File: config.mk
export PLATFORM = sky130hd
export DESIGN_NAME = game_ctrl_fsm
export DESIGN_NICKNAME = d
export VERILOG_FILES = /design/src/rtl/game_ctrl_fsm_pkg.sv /design/src/rtl/game_ctrl_fsm_frame_tick_gen.sv /design/src/rtl/game_ctrl_fsm.sv
export SDC_FILE = /design/constraint.sdc
export NUM_CORES = 1
export LEC_CHECK = 0
export CAP_MARGIN = 15
export CORE_UTILIZATION = 50
export DETAILED_ROUTE_END_ITERATION = 6
export GPL_ROUTABILITY_DRIVEN = 1
export PLACE_DENSITY = 0.8
export SLEW_MARGIN = 10
export SYNTH_ARGS = -nofsm -noshare
export SYNTH_HDL_FRONTEND = slang
export SYNTH_SLANG_ARGS = --single-unit
File: constraint.sdc
create_clock -name sys_clk -period 3.35 [get_ports sys_clk]
set_clock_uncertainty 0.2 [all_clocks]
set_input_delay 0.5025 -clock sys_clk [delete_from_list [all_inputs] [get_ports sys_clk]]
set_output_delay 0.5025 -clock sys_clk [all_outputs]
set_load 0.01 [all_outputs]
File: src/rtl/game_ctrl_fsm_pkg.sv
// Shared definitions for the game sequencer: state encoding, tuning constants
// and the move-divider helper used by the PLAY step logic.
package game_ctrl_fsm_pkg;

    typedef enum logic [1:0] {
        ST_MENU  = 2'd0,
        ST_PLAY  = 2'd1,
        ST_PAUSE = 2'd2,
        ST_OVER  = 2'd3
    } state_e;

    localparam int FRAMES_PER_PT = 60;
    localparam int PTS_PER_LEVEL = 10;
    localparam int MAX_LEVEL     = 7;
    localparam int BASE_DIV      = 8;
    localparam int OVER_HOLD     = 30;
    localparam int SCORE_MAX     = 999;

    localparam logic [5:0] FRAME_LAST = 6'(FRAMES_PER_PT - 1);
    localparam logic [3:0] PT_LAST    = 4'(PTS_PER_LEVEL - 1);
    localparam logic [2:0] LEVEL_SAT  = 3'(MAX_LEVEL);
    localparam logic [4:0] HOLD_SAT   = 5'(OVER_HOLD);
    localparam logic [9:0] SCORE_SAT  = 10'(SCORE_MAX);
    localparam logic [1:0] START_SAT  = 2'd3;

    // Frames between move ticks at a given level, floored at one frame.
    function automatic logic [3:0] move_div(input logic [2:0] lvl);
        if (int'(lvl) >= BASE_DIV) begin
            return 4'd1;
        end
        return 4'(BASE_DIV) - {1'b0, lvl};
    endfunction

endpackage

File: src/rtl/game_ctrl_fsm_frame_tick_gen.sv
// Two-flop synchroniser for a level from another clock domain; optionally
// turns the synchronised level's falling edge into a one-cycle pulse.
module game_ctrl_fsm_frame_tick_gen #(
    parameter bit EDGE_EN = 1'b1
) (
    input  logic clk_i,
    input  logic rst_ni,
    input  logic sig_i,
    output logic out_o
);

    logic meta_q;
    logic sync_q;

    always_ff @(posedge clk_i or negedge rst_ni) begin
        if (!rst_ni) begin
            meta_q <= 1'b0;
            sync_q <= 1'b0;
        end else begin
            meta_q <= sig_i;
            sync_q <= meta_q;
        end
    end

    generate
        if (EDGE_EN) begin : g_edge
            logic prev_q;

            always_ff @(posedge clk_i or negedge rst_ni) begin
                if (!rst_ni) begin
                    prev_q <= 1'b0;
                end else begin
                    prev_q <= sync_q;
                end
            end

            assign out_o = prev_q & ~sync_q;
        end else begin : g_level
            assign out_o = sync_q;
        end
    endgenerate

endmodule

File: src/rtl/game_ctrl_fsm.sv
// MENU/PLAY/PAUSE/OVER sequencer: turns frame syncs into score, level and
// move ticks, and handles difficulty selection and game-over hold-off.
module game_ctrl_fsm
    import game_ctrl_fsm_pkg::*;
(
    input  logic       sys_clk,
    input  logic       sys_rst_n,
    input  logic       key_up,
    input  logic       key_down,
    input  logic       key_ok,
    input  logic       vga_vs,
    input  logic       collide,
    output logic [1:0] game_state,
    output logic [1:0] start_lvl,
    output logic [2:0] level,
    output logic [9:0] score,
    output logic       move_tick,
    output logic       clear_field
);

    logic frame_tick;
    logic collide_s;

    game_ctrl_fsm_frame_tick_gen #(.EDGE_EN(1'b1)) u_vs_sync (
        .clk_i  (sys_clk),
        .rst_ni (sys_rst_n),
        .sig_i  (vga_vs),
        .out_o  (frame_tick)
    );

    game_ctrl_fsm_frame_tick_gen #(.EDGE_EN(1'b0)) u_collide_sync (
        .clk_i  (sys_clk),
        .rst_ni (sys_rst_n),
        .sig_i  (collide),
        .out_o  (collide_s)
    );

    state_e     state_q;
    logic [1:0] start_lvl_q;
    logic [2:0] level_q;
    logic [9:0] score_q;
    logic [5:0] frame_cnt_q;
    logic [3:0] pt_cnt_q;
    logic [3:0] div_cnt_q;
    logic [4:0] hold_cnt_q;
    logic       move_tick_q;
    logic       clear_field_q;

    logic [3:0] div_last_d;
    logic       frame_wrap_d;
    logic       pt_wrap_d;
    logic       move_due_d;

    // The divider is re-evaluated from the current level on every frame, so a
    // level change only affects the compare that follows it.
    assign div_last_d   = move_div(level_q) - 4'd1;
    assign frame_wrap_d = (frame_cnt_q == FRAME_LAST);
    assign pt_wrap_d    = (pt_cnt_q == PT_LAST);
    assign move_due_d   = (div_cnt_q >= div_last_d);

    always_ff @(posedge sys_clk or negedge sys_rst_n) begin
        if (!sys_rst_n) begin
            state_q       <= ST_MENU;
            start_lvl_q   <= 2'd0;
            level_q       <= 3'd0;
            score_q       <= 10'd0;
            frame_cnt_q   <= 6'd0;
            pt_cnt_q      <= 4'd0;
            div_cnt_q     <= 4'd0;
            hold_cnt_q    <= 5'd0;
            move_tick_q   <= 1'b0;
            clear_field_q <= 1'b0;
        end else begin
            move_tick_q   <= 1'b0;
            clear_field_q <= 1'b0;
            case (state_q)
                ST_MENU: begin
                    if (key_ok) begin
                        state_q       <= ST_PLAY;
                        score_q       <= 10'd0;
                        level_q       <= {1'b0, start_lvl_q};
                        frame_cnt_q   <= 6'd0;
                        pt_cnt_q      <= 4'd0;
                        div_cnt_q     <= 4'd0;
                        clear_field_q <= 1'b1;
                    end else if (key_up && !key_down && start_lvl_q != START_SAT) begin
                        start_lvl_q <= start_lvl_q + 2'd1;
                    end else if (key_down && !key_up && start_lvl_q != 2'd0) begin
                        start_lvl_q <= start_lvl_q - 2'd1;
                    end
                end
                ST_PLAY: begin
                    // A collision wins over everything, including a frame
                    // that would have scored in this same cycle.
                    if (collide_s) begin
                        state_q    <= ST_OVER;
                        hold_cnt_q <= 5'd0;
                    end else if (key_ok) begin
                        state_q <= ST_PAUSE;
                    end else if (frame_tick) begin
                        if (frame_wrap_d) begin
                            frame_cnt_q <= 6'd0;
                            if (score_q != SCORE_SAT) begin
                                score_q <= score_q + 10'd1;
                            end
                            if (pt_wrap_d) begin
                                pt_cnt_q <= 4'd0;
                                if (level_q != LEVEL_SAT) begin
                                    level_q <= level_q + 3'd1;
                                end
                            end else begin
                                pt_cnt_q <= pt_cnt_q + 4'd1;
                            end
                        end else begin
                            frame_cnt_q <= frame_cnt_q + 6'd1;
                        end
                        if (move_due_d) begin
                            div_cnt_q   <= 4'd0;
                            move_tick_q <= 1'b1;
                        end else begin
                            div_cnt_q <= div_cnt_q + 4'd1;
                        end
                    end
                end
                ST_PAUSE: begin
                    if (key_ok) begin
                        state_q <= ST_PLAY;
                    end
                end
                ST_OVER: begin
                    if (frame_tick && hold_cnt_q != HOLD_SAT) begin
                        hold_cnt_q <= hold_cnt_q + 5'd1;
                    end
                    if (key_ok && hold_cnt_q == HOLD_SAT) begin
                        state_q <= ST_MENU;
                    end
                end
                default: state_q <= ST_MENU;
            endcase
        end
    end

    assign game_state  = state_q;
    assign start_lvl   = start_lvl_q;
    assign level       = level_q;
    assign score       = score_q;
    assign move_tick   = move_tick_q;
    assign clear_field = clear_field_q;

endmodule
==> out/results.md <==
- **final RePlAce weighted congestion** 0.821
- **element type at the critical path end** flip-flop
- **Critical Path Max Stage Delay** 0.73 ns
- **Clock Sinks** 43
- **Overall Global Routing Usage** 21.5%
- **synthesis warning total** 0
- **RSZ-0062 raised after global routing** false
- **series of cell instances along the critical path** clkdlybuf4s50_1 > nand2_2 > inv_2 > a21oi_2 > nor2_1 > a311oi_1
- **root buffer cell** clkbuf_8
- **die width** 70.2 µm
- **maximum number of pins on one net before global-route repair** 44
- **internal reg-to-reg setup slack** 0.80 ns
- **signed area change from the synthesized netlist to the final layout** 17.3%
- **Max Cap Violations** 0
- **Clock H-tree levels** 2
- **Peak Freq** 0.378 GHz
- **count of filler cells inserted in the layout** 372
- **area of the multi-input gates** 1160 µm²
- **internal portion of total power** 0.000969 W
- **detailed-routing iteration count for the pre-antenna-repair pass** 4
- **Chip Height** 70.2 µm
- **deepest clock path buffer count** 2
- **relative contribution of sequential cells to total power** 45.5%
- **category of cells accounting for the largest share of critical-path delay** compound AO/OA/AOI/OAI gates
- **count of input and output buffers** 25
- **vias in the first global route** 1802
- **Critical Path AT** 2.66 ns
- **CTS Hold Bufs** 0
- **startpoint kind of the worst setup timing path** input pin
- **final number of max-transition violations** 0
- **Post-DP HPWL** 3280 µm
- **worst flop-to-flop path startpoint** game_state[0]
- **Most used DFF post-synth** dfrtp_1
- **hold crit path type** input pin to async pin
- **total net switching power** 0.000443 W
- **Syn Inst Count** 234
- **XOR/XNOR share of the synthesized area** 1.13%
- **Seq cells post-synth** 43
- **mean area per synthesized cell** 9.92 µm²
- **worst vdd rail ir drop** 0.000258 V
- **ratio of cells with drive above 1 in the final layout** 9.96%
- **share of power burned in combinational logic** 24.6%
- **total power** 0.00141 W
- **clock-pin slew on the worst setup and hold paths** 0.09 ns
- **design area** 2720 µm²
- **total negative slack** 0 ns
- **slew at the pin closest to its max-slew limit** 0.993 ns
- **path type of the worst setup path** input pin to flip-flop
- **max_slew headroom** 33.8%
- **final critical delay including setup and external delays** 2.65 ns
- **most area-hungry cell type in the Yosys netlist** dfrtp_1
- **CP Buf/Inv Count** 2
- **post-route fraction of the period consumed by the critical path** 79.0%
- **top post-synthesis cells by count** 43 x dfrtp_1, 22 x nand2_1, 18 x nand3_1, 16 x o21ai_0, 12 x ha_1
- **Final setup violation count** 0
- **fraction of power spent switching nets** 31.4%
- **Final ANT Viol Nets** 0
- **worst reg-to-reg path cell count** 6
- **initial antenna violation count** 0
- **die footprint** 4920 µm²
- **Layout Cells excl Fill** 313
- **Pwr Density** 519 nW/µm²
- **number of nets in the final layout** 279
- **boundary pin count** 26
- **cell with the largest stage delay on the worst path** a21oi_2
- **area of all sequential standard cells** 1080 µm²
- **leading cell type by number of instances after synthesis** dfrtp_1
- **multiplexer area fraction after synthesis** 3.23%
- **cell types occupying the most area after synthesis** dfrtp_1 46%, ha_1 6.5%, nand3_1 3.9%
- **gr ovfl total** 0
- **instance area at placement** 2610 µm²
- **post-CTS repair timing setup buffer count** 0
- **library cells used by synthesis** 52
- **FP Rows** 24
- **critical path required time** 3.36 ns
- **compound-gate portion of the synthesized area** 17.0%
- **clk_lat worst skew** 0.30 ns
- **TritonCTS buffer count** 5
- **combined area of all synthesized cells** 2320 µm²
- **vias after detailed routing** 1883
- **average via count per standard cell** 6.02
- **number of antenna cells inserted** 0
- **first-pass GRT wire length** 8200 µm
- **Clock power frac** 29.8%
- **proportion of synthesized chip area in sequential cells** 46.3%
- **number of gates resized after CTS** 0
- **share of synthesized cell area in and, or, nand and nor gates** 22.1%
- **share of flip-flops with an asynchronous set or reset after synthesis** 100%
- **Final Hold Fails** 0
- **Starting Density** 52.6%
- **detail-routed net length per standard cell** 15.2 µm
- **post-synth top area share** 46.3%
- **remaining design rule violation count** 0
- **CTS tree** yes
- **capturing point of the worst reg2reg path** score[2]
- **largest fanout on the critical path** 26
- **Leak** 1.19 nW
- **synthesized net count** 253
- **area of the core** 4410 µm²
- **instance count after placement with tap cells included** 305
- **adder and majority gate portion of the synthesized area** 6.47%
- **count of flip-flops with a built-in enable after synthesis** 0
- **largest family of logic cells by synthesized area** simple AND/OR/NAND/NOR gates
- **status** finished clean
- **total detailed-routing wirelength** 4740 µm
- **number of design-rule violations left by the first detailed-router iteration** 144
[power groups by stage]
| stage | clock network (W) | registers, W | logic (W) |
|---|---|---|---|
| 5_1_grt | 0.000450 | 0.000655 | 0.000391 |
| 6_report | 0.000421 | 0.000643 | 0.000348 |
| 4_1_cts | 0.000430 | 0.000643 | 0.000348 |
| 2_1_floorplan | 0 | 0.000627 | 0.000263 |
| 3_5_place_dp | 0 | 0.000653 | 0.000347 |
| 3_3_place_gp | 0 | 0.000652 | 0.000336 |
[cell families (layout without fill, tap and decap cells)]
family | Yosys count | in the layout
buffers and inverters | 19 | 46
adders and majority gates | 12 | 12
DFF | 43 | 43
xor gates and xnor gates | 3 | 3
AOI/OAI and AO/OA | 59 | 59
muxes | 7 | 7
and+or+nand+nor | 91 | 91
[how the worst max path moves through the flow]
stage	from	endpoint	slack (ns)	cells past startpoint
detailed placement	key_ok	score[4]	0.42	6
floorplan	game_state[1]	score[8]	1.43	5
global route	key_ok	score[4]	0.54	6
CTS	key_ok	score[2]	0.75	6
global placement	key_ok	score[4]	0.49	6
finish	key_ok	score[2]	0.70	6
[metal layers]
| layer | GRT usage (%) | routed length [µm] |
|---|---|---|
| met2 | 32.3 | 2160 |
| met4 | 12.0 | 97 |
| met3 | 5.05 | 188 |
| met5 | 0 | 0 |
| met1 | 28.8 | 2300 |
[state kept, by name, indices dropped and copies added (netlist names)]
signal,flops
u_collide_sync.out_o,1
frame_cnt_q,6
u_vs_sync.meta_q,1
u_collide_sync.meta_q,1
score,10
pt_cnt_q,4
level,3
div_cnt_q,4
u_vs_sync.sync_q,1
u_vs_sync.g_edge.prev_q,1
game_state,2
move_tick,1
clear_field,1
start_lvl,2
hold_cnt_q,5
[layout by cell type (no fill, tap or decap), drive strengths merged, types with 4 or more instances in the layout]
| cell | count |
|---|---|
| a21oi | 10 |
| inv | 10 |
| nand3 | 18 |
| nor3 | 4 |
| o21ai | 17 |
| nor2b | 4 |
| dfrtp | 43 |
| mux2 | 4 |
| nand2b | 5 |
| o31ai | 6 |
| ha | 12 |
| or2 | 4 |
| nor2 | 9 |
| nand4 | 5 |
| clkbuf | 6 |
| nand2 | 23 |
| buf | 4 |
| clkdlybuf4s50 | 24 |
[area by class of cell]
| cell class | instances | share of cell area, % |
|---|---|---|
| multi-input cells | 172 | 42.6 |
| well taps | 52 | 2.39 |
| inverters | 10 | 1.38 |
| clock buffers | 6 | 3.03 |
| clock inverters | 2 | 1.29 |
| flip-flops and latches | 43 | 39.5 |
| repair buffers | 28 | 9.83 |
[metrics by stage]
| step | utilization, % | hold slack, ns | worst slack [ns] |
|---|---|---|---|
| finish | 61.7 | 0.138 | 0.705 |
| global route | 61.7 | 0.164 | 0.545 |
| CTS | 61.7 | 0.152 | 0.748 |
| detailed placement | 59.0 | 0.135 | 0.421 |
| global placement | 59.0 | 0.133 | 0.489 |
| floorplan | - | 0.00691 | 1.43 |
(Power assumes the default switching activity.)
